[config.mk]
export PLATFORM = sky130hd
export DESIGN_NAME = ws2812_chain_driver
export DESIGN_NICKNAME = d
export VERILOG_FILES = /design/src/rtl/ws2812_chain_driver.sv
export SDC_FILE = /design/constraint.sdc
export NUM_CORES = 1
export LEC_CHECK = 0
export CAP_MARGIN = 20
export CORE_MARGIN = 2
export CORE_UTILIZATION = 30
export CTS_BUF_LIST = sky130_fd_sc_hd__clkbuf_4 sky130_fd_sc_hd__clkbuf_8 sky130_fd_sc_hd__clkbuf_16
export CTS_CLUSTER_DIAMETER = 100
export CTS_CLUSTER_SIZE = 40
export DETAILED_ROUTE_END_ITERATION = 10
export GPL_TIMING_DRIVEN = 1
export REMOVE_ABC_BUFFERS = 1
export SLEW_MARGIN = 25
export SYNTH_ARGS = -nofsm -noshare
export SYNTH_HDL_FRONTEND = slang
export SYNTH_SLANG_ARGS = --single-unit
[constraint.sdc]
create_clock -name clk -period 2.7 [get_ports clk]
set_input_delay 0.54 -clock clk [delete_from_list [all_inputs] [get_ports clk]]
set_output_delay 0.54 -clock clk [all_outputs]
set_load 0.005 [all_outputs]
[src/rtl/ws2812_chain_driver.sv]
// ws2812_chain_driver: streams pixel words from a synchronous RAM as WS2812 pulse-width bits, then latches.
// Optional WS2812_BRIGHTNESS_EN adds a brightness port that scales every 8-bit channel.
module ws2812_chain_driver #(
    parameter int BITS_PER_LED = 24,
    parameter int ADDR_W       = 6,
    parameter int TIMER_W      = 16,
    parameter int T0H          = 18,
    parameter int T0L          = 40,
    parameter int T1H          = 35,
    parameter int T1L          = 30,
    parameter int RES          = 2500
) (
    input  logic                    clk,
    input  logic                    rst,
    input  logic                    start,
    input  logic [ADDR_W:0]         num_leds,
    input  logic [BITS_PER_LED-1:0] data,
    output logic [ADDR_W-1:0]       address,
    output logic                    out,
    output logic                    busy,
    output logic                    done
`ifdef WS2812_BRIGHTNESS_EN
    ,
    input  logic [7:0]              brightness
`endif
);
    localparam int BIT_W = $clog2(BITS_PER_LED);
    localparam logic [TIMER_W-1:0] H0 = TIMER_W'(T0H - 1);
    localparam logic [TIMER_W-1:0] H1 = TIMER_W'(T1H - 1);
    localparam logic [TIMER_W-1:0] L0 = TIMER_W'(T0L - 1);
    localparam logic [TIMER_W-1:0] L1 = TIMER_W'(T1L - 1);
    localparam logic [ADDR_W:0] NMAX = {1'b1, {ADDR_W{1'b0}}};

    typedef enum logic [2:0] {IDLE, FETCH, LOAD, HIGH, LOW, LATCH} state_t;
    state_t state, state_n;

    logic [TIMER_W-1:0]      timer;
    logic [BITS_PER_LED-1:0] shreg, hold, data_s;
    logic [BIT_W-1:0]        bit_idx;
    logic [ADDR_W-1:0]       led_idx;
    logic [ADDR_W:0]         n_lat, n_sat, led_nxt;
    logic [1:0]              pf;
    logic                    tz, last_bit, last_led, nxt_last, adv;

`ifdef WS2812_BRIGHTNESS_EN
    logic [7:0] bri;
    for (genvar c = 0; c < BITS_PER_LED / 8; c++) begin : g_ch
        assign data_s[8*c +: 8] = 8'((16'(data[8*c +: 8]) * (16'(bri) + 16'd1)) >> 8);
    end
`else
    assign data_s = data;
`endif

    assign tz       = timer == '0;
    assign last_bit = bit_idx == BIT_W'(BITS_PER_LED - 1);
    assign led_nxt  = {1'b0, led_idx} + 1'b1;
    assign last_led = led_nxt == n_lat;
    assign nxt_last = led_nxt + 1'b1 == n_lat;
    assign n_sat    = num_leds > NMAX ? NMAX : num_leds;
    // Address advances on every load of a non-final LED; the inter-LED load happens straight from LOW
    assign adv = (state == LOAD && !last_led) ||
                 (state == LOW && tz && last_bit && !last_led && !nxt_last);

    always_ff @(posedge clk) begin
        if (rst) state <= IDLE;
        else     state <= state_n;
    end

    always_comb begin
        state_n = state;
        unique case (state)
            IDLE:    state_n = start ? (num_leds == '0 ? LATCH : FETCH) : IDLE;
            FETCH:   state_n = LOAD;
            LOAD:    state_n = HIGH;
            HIGH:    state_n = tz ? LOW : HIGH;
            LOW:     state_n = !tz ? LOW : (last_bit && last_led) ? LATCH : HIGH;
            LATCH:   state_n = tz ? IDLE : LATCH;
            default: state_n = IDLE;
        endcase
    end

    always_comb begin
        out  = state == HIGH;
        busy = state != IDLE;
    end

    always_ff @(posedge clk) begin
        if (rst) begin
            timer   <= '0;
            shreg   <= '0;
            hold    <= '0;
            bit_idx <= '0;
            led_idx <= '0;
            n_lat   <= '0;
            pf      <= '0;
            address <= '0;
            done    <= 1'b0;
`ifdef WS2812_BRIGHTNESS_EN
            bri     <= '0;
`endif
        end else begin
            done <= 1'b0;
            pf   <= {pf[0], adv};
            if (pf[1]) hold <= data_s;
            if (adv) address <= address + 1'b1;
            unique case (state)
                IDLE: if (start) begin
                    n_lat   <= n_sat;
                    led_idx <= '0;
                    address <= '0;
                    // the empty frame spends one extra cycle so done lands at E0+1+RES
                    timer   <= num_leds == '0 ? TIMER_W'(RES) : '0;
`ifdef WS2812_BRIGHTNESS_EN
                    bri     <= brightness;
`endif
                end
                LOAD: begin
                    shreg   <= data_s;
                    bit_idx <= '0;
                    timer   <= data_s[BITS_PER_LED-1] ? H1 : H0;
                end
                HIGH: timer <= tz ? (shreg[BITS_PER_LED-1] ? L1 : L0) : timer - 1'b1;
                LOW: begin
                    if (!tz) timer <= timer - 1'b1;
                    else if (!last_bit) begin
                        shreg   <= shreg << 1;
                        bit_idx <= bit_idx + 1'b1;
                        timer   <= shreg[BITS_PER_LED-2] ? H1 : H0;
                    end else if (last_led) timer <= TIMER_W'(RES - 1);
                    else begin
                        shreg   <= hold;
                        bit_idx <= '0;
                        led_idx <= led_idx + 1'b1;
                        timer   <= hold[BITS_PER_LED-1] ? H1 : H0;
                    end
                end
                LATCH: begin
                    if (tz) begin
                        done    <= 1'b1;
                        address <= '0;
                    end else timer <= timer - 1'b1;
                end
                default: ;
            endcase
        end
    end
endmodule

==> results of run 1 <==
## per-layer routing
metal	part of all wire [%]	global-route usage, %	vias to the layer above
met5	0	0	-
met4	3.1	7.09	0
met3	3.3	2.44	22
met2	46	23.8	84
met1	48	18.8	2110
li1	-	-	2352
## through the flow
stage               setup slack, ns  power (mW)  util (%)
floorplan                     -1.84        2.25         -
global placement           -0.00398        2.69      35.8
detailed placement         -0.00286        2.69      35.8
CTS                          0.0330        4.03      37.7
global route                0.00188        4.28      38.1
finish                        0.103        4.04      38.1
## Yosys cell counts, types with 3 or more instances
library cell / number
nor4_1: 5
inv_1: 9
a311oi_1: 4
nor3_1: 15
a221o_1: 3
a22oi_1: 4
a221oi_1: 3
a21oi_1: 47
nor3b_1: 9
or3_1: 8
dfxtp_1: 94
ha_1: 7
a31oi_1: 5
clkbuf_1: 26
mux2i_1: 29
o21ai_0: 16
o31ai_1: 3
buf_4: 3
nand4_1: 6
nand2_1: 100
a311o_1: 23
o22ai_1: 5
nor2_1: 94
nand3_1: 10
or4_1: 4
a22o_1: 5
xnor2_1: 11
buf_2: 6
nand2b_1: 3
xor2_1: 11
## logic make-up (layout without fill, tap and decap cells)
group | Yosys count | count (layout) | synth area share [%]
mux | 29 | 29 | 5.79
buf+inv | 49 | 115 | 4.39
compound gates | 144 | 144 | 20.3
flops | 94 | 94 | 37.5
fa+ha+maj | 7 | 7 | 1.75
xor+xnor | 24 | 24 | 4.61
simple gates | 274 | 274 | 25.7
## report_power, final
group | leakage, nW | internal, mW | switching (mW)
sequential | 0.763 | 1.49 | 0.0875
clock | 0.148 | 0.731 | 0.590
combinational | 1.27 | 0.532 | 0.611
## final timing paths
check	start	end	slack, ns
max	led_idx[2]	shreg[9]	0.10
min	pf[0]	pf[1]	0.44
max reg2reg	led_idx[2]	shreg[9]	0.10
min reg2reg	pf[0]	pf[1]	0.44
## registers in the layout, indices dropped and copies added (netlist names), 2 cells and up
name and cells:
state 3, n_lat 7, hold 24, bit_idx 5
address 6, shreg 24, timer 16, led_idx 6
pf 2
## final cells by class
cell class / instances / area, um2 / share of cell area (%)
flip-flops and latches: 94 / 1890 / 30.0
clock inverters: 7 / 80.1 / 1.28
well taps: 220 / 275 / 4.39
inverters: 9 / 33.8 / 0.538
clock buffers: 9 / 225 / 3.59
multi-input cells: 478 / 2980 / 47.4
repair buffers: 90 / 801 / 12.8
## what timing repair did
item                       in CTS  in global routing
pin swaps                       0                  4
setup endpoints to repair       1                 42
resized for setup               1                 13
gates cloned                    0                  0
setup buffers                   0                  4
==> results.py, run 1 <==
metrics = {
    "timing": {
        "hold_viol": 0,
        "fin_crit_sh_pct": 96.2,
        "tns_ns": 0,
        "max_freq_mhz": 385,
        "relSlewSlack_pct": 59.1,
        "finClkSkew_ns": 0.00606,
        "worst_pin_slew_ns": 0.613,
        "min_period_ns": 2.60,
        "drv_slew": 0,
        "whs_ns": 0.439,
        "setup_viol": 0,
        "rsz0062_at_grt": "false",
    },
    "layout": {
        "fin_cells": 907,
        "final_common_cell": "nand2_1",
        "final_cell_mix": "100 x nand2_1, 94 x nor2_1, 91 x dfxtp_1, 46 x a21oi_1, 46 x buf_4",
        "antenna_cells": 0,
        "num-nets-final": 723,
        "fill_cells": 1718,
        "drive_gt1_share_pct": 13.7,
        "syn2layout_area_growth_pct": 25.1,
        "design_area_um2": 6280,
    },
    "worst_setup_path": {
        "worst_setup_path_end_kind": "flip-flop",
        "cpLargestDelayFamily": "simple AND/OR/NAND/NOR gates",
        "worstPathCellList": "ha_1 > nand4_1 > buf_4 > xnor2_1 > nor4b_4 > buf_4 > nand3_2 > a21oi_4 > buf_12 > a311o_1 > a21oi_1",
        "worst_ep_arrival_time_ns": 2.81,
        "cp.depth": 11,
        "reg2reg_depth": 11,
        "cpPeakStageDelay_ns": 0.41,
        "cp.required_ns": 2.91,
        "path_common_cell": "buf_4",
        "slowest_stage": "dfxtp_1",
        "path_max_fanout": 30,
        "cp-start-kind": "flip-flop",
        "critPathBufInv": 3,
        "criticalPathCategory": "flip-flop to flip-flop",
    },
    "floorplan": {
        "core_um2": 16500,
        "die_width_um": 133,
        "initial_core_util_pct": 30.5,
        "die_area_um2": 17800,
        "row_count": 47,
        "ioPinCount": 43,
        "fp.dieH_um": 133,
    },
    "detailed_routing": {
        "drc_errors": 0,
        "viasPerCell": 5.04,
        "drtPass1Iterations": 4,
        "ant_nets": 0,
        "post_drt_wl_per_cell_um": 13.9,
        "vias": 4568,
        "drtIter0Drc": 305,
        "finalWirelength_um": 12600,
    },
    "power_and_ir_drop": {
        "powerDensity_nw_per_um2": 643,
        "peakVddDrop_mv": 0.293,
        "leakage_nw": 2.18,
    },
    "global_routing": {
        "grt_first_pass_wirelength_um": 21200,
        "grt_max_degree": 56,
        "overflow": 0,
        "grt_pass1_vias": 4418,
        "grt.total_usage_pct": 14.6,
        "antenna_found_initial": 0,
    },
    "yosys": {
        "ys_ff_latch": 94,
        "seq_area_frac_synth_pct": 37.5,
        "synthTopCellsByArea": "dfxtp_1 38%, nand2_1 7.5%, nor2_1 7.0%",
        "synth_edf_count": 0,
        "syn_avg_cell_area_um2": 8.08,
        "synth_cell_types": 70,
        "synth_ff_type": "dfxtp_1",
        "yosys.area.top_type_share_pct": 37.5,
        "ys_async_sr_fraction_pct": 0,
        "yosys_warnings": 0,
        "syn_inst": 621,
        "synth_area_leader_cell": "dfxtp_1",
        "synth_area_um2": 5020,
    },
    "min_path": {
        "min_delay_path_depth": 1,
        "hp-class": "flip-flop to flip-flop",
    },
    "clock_tree": {
        "path_clk_slew_ns": 0.07,
        "worstSkewPairLatency_ns": 0.35,
        "cts_buffer_depth": 2,
        "tritoncts": "done",
        "cts_hold_buf": 0,
        "htreeDepth": 3,
        "cts_buffers": 9,
        "cts_root_buf": "clkbuf_16",
        "cts_sinks": 94,
    },
    "place": {
        "placed_cell_area_um2": 5890,
        "place.gp.congestion": 0.879,
        "hpwl_um": 8720,
        "portBuffers": 42,
        "numPlacedInstances": 887,
    },
    "outcome": {
        "status": "finished, final reports clean",
    },
    "flow_run": {
        "drv_cap": 0,
    },
}
(Power assumes the default switching activity.)
==> run 2, diff against run 1 <==
--- a/config.mk
+++ b/config.mk
@@ -5,7 +5,7 @@
 export SDC_FILE = /design/constraint.sdc
 export NUM_CORES = 1
 export LEC_CHECK = 0
-export CAP_MARGIN = 20
+export CAP_MARGIN = 0
 export CORE_MARGIN = 2
 export CORE_UTILIZATION = 30
 export CTS_BUF_LIST = sky130_fd_sc_hd__clkbuf_4 sky130_fd_sc_hd__clkbuf_8 sky130_fd_sc_hd__clkbuf_16
==> results of run 2 <==
Final layout, timing and power as in run 1 (identical DEF).
==> run 3, diff against run 2 <==
--- a/config.mk
+++ b/config.mk
@@ -7,14 +7,14 @@
 export LEC_CHECK = 0
 export CAP_MARGIN = 0
 export CORE_MARGIN = 2
-export CORE_UTILIZATION = 30
+export CORE_UTILIZATION = 35
 export CTS_BUF_LIST = sky130_fd_sc_hd__clkbuf_4 sky130_fd_sc_hd__clkbuf_8 sky130_fd_sc_hd__clkbuf_16
 export CTS_CLUSTER_DIAMETER = 100
 export CTS_CLUSTER_SIZE = 40
 export DETAILED_ROUTE_END_ITERATION = 10
 export GPL_TIMING_DRIVEN = 1
 export REMOVE_ABC_BUFFERS = 1
-export SLEW_MARGIN = 25
+export SLEW_MARGIN = 30
 export SYNTH_ARGS = -nofsm -noshare
 export SYNTH_HDL_FRONTEND = slang
 export SYNTH_SLANG_ARGS = --single-unit
==> results.py, run 3 (synthesized netlist as in run 1, its figures left out) <==
metrics = {
    "place": {
        "portBuffers": 42,
        "placed_cell_area_um2": 5730,
        "pre_cts_ws_ns": 0.0919,
        "hpwl_um": 8450,
        "place.gp.congestion": 0.857,
    },
    "layout": {
        "final_cell_mix": "100 x nand2_1, 94 x nor2_1, 91 x dfxtp_1, 46 x a21oi_1, 41 x clkdlybuf4s50_1",
        "syn2layout_area_growth_pct": 22.6,
        "largestRegisters": "hold (24), shreg (24), timer (16)",
        "antenna_cells": 0,
        "fill_cells": 1354,
        "num-nets-final": 714,
        "final_common_cell": "nand2_1",
        "design_area_um2": 6150,
        "multi_input_area_um2": 2980,
        "regArea_um2": 1890,
        "drive_gt1_share_pct": 12.5,
    },
    "timing": {
        "min_period_ns": 2.63,
        "drv_slew": 0,
        "layout_setup_ws_ns": 0.0669,
        "fin_crit_sh_pct": 97.5,
        "hold_viol": 0,
        "setup_viol": 0,
        "tns_ns": 0,
        "relSlewSlack_pct": 64.6,
        "worst_pin_slew_ns": 0.531,
        "finClkSkew_ns": 0.0109,
        "whs_ns": 0.434,
        "max_freq_mhz": 380,
    },
    "global_routing": {
        "grt.total_usage_pct": 17.0,
        "grt_pass1_vias": 4283,
        "grt_max_degree": 58,
        "grt_first_pass_wirelength_um": 20500,
        "overflow": 0,
        "antenna_found_initial": 0,
    },
    "detailed_routing": {
        "finalWirelength_um": 12600,
        "ant_nets": 0,
        "dr_wl_met3_um": 493,
        "viasPerCell": 5.41,
        "wl_met1_um": 5780,
        "drc_errors": 0,
        "drtPass1Iterations": 5,
        "vias": 4645,
        "post_drt_wl_per_cell_um": 14.6,
        "wl_met2_um": 6050,
        "drtIter0Drc": 351,
        "routed.top_layer": "met4",
    },
    "floorplan": {
        "die_area_um2": 15300,
        "fp.dieH_um": 124,
        "ioPinCount": 43,
        "core_um2": 13900,
        "row_count": 43,
        "initial_core_util_pct": 36.0,
        "die_width_um": 124,
    },
    "min_path": {
        "hp-class": "flip-flop to flip-flop",
        "min_delay_path_depth": 1,
    },
    "worst_setup_path": {
        "worst_setup_path_end_kind": "output port",
        "cp.required_ns": 2.16,
        "worst_ep_arrival_time_ns": 2.09,
        "criticalPathCategory": "flip-flop to output port",
        "cp-start-kind": "flip-flop",
        "path_max_fanout": 10,
        "reg2reg_depth": 10,
    },
    "clock_tree": {
        "cts_sinks": 94,
        "path_clk_slew_ns": 0.06,
        "tritoncts": "done",
        "cts_buffer_depth": 2,
        "worstSkewPairLatency_ns": 0.36,
        "cts_hold_buf": 0,
        "cts_root_buf": "clkbuf_16",
        "cts_buffers": 9,
        "htreeDepth": 3,
    },
    "power_and_ir_drop": {
        "leakage_nw": 2.13,
        "fin_total_pwr_mw": 4.08,
        "powerDensity_nw_per_um2": 664,
        "peakVddDrop_mv": 0.314,
    },
    "outcome": {
        "status": "finished, final reports clean",
    },
    "flow_run": {
        "drv_cap": 0,
    },
}
## run 3: cell type report
| type | count | area share [%] |
|---|---|---|
| inverter | 9 | 0.549 |
| timing repair buffer | 81 | 12.0 |
| clock buffer | 10 | 3.79 |
| sequential | 94 | 30.7 |
| clock inverter | 6 | 0.855 |
| multi-input combinational | 478 | 48.4 |
| tap | 180 | 3.66 |
## run 3: metal layers
metal  vias to the layer above  track usage, %
met5                         -               0
met4                         0            7.10
met3                        17            3.48
met2                        78            28.2
met1                      2223            21.5
li1                       2327               -
## run 3: what timing repair did
| action | 4_1_cts | 5_1_grt |
|---|---|---|
| setup endpoints to repair | 0 | 48 |
| setup buffers | 0 | 9 |
| resized for setup | 0 | 15 |
## run 3: worst paths after layout
check / start / end / slack [ns]
worst max-delay path: state[2] / out / 0.07
worst min register to register: pf[0] / pf[1] / 0.43
worst min-delay path: pf[0] / pf[1] / 0.43
worst max register to register: timer[1] / address[3] / 0.12
## run 3: metrics by stage
stage,utilization [%],instances
after global placement,41.1,832
after floorplan,-,581
after detailed placement,41.1,832
final,44.1,858
after CTS,43.1,848
after global routing,44.1,858
## run 3: critical path: stages (launching register included)
cell	delay [ns]
dfxtp_1	0.31
buf_4	0.16
nand2b_1	0.25
or2_2	0.38
inv_1	0.13
clkdlybuf4s50_1	0.51
## run 3: where the power goes
group / internal [mW] / switching (mW) / total (mW)
registers: 1.49 / 0.0785 / 1.56
logic: 0.622 / 0.659 / 1.28
clock network: 0.649 / 0.585 / 1.23
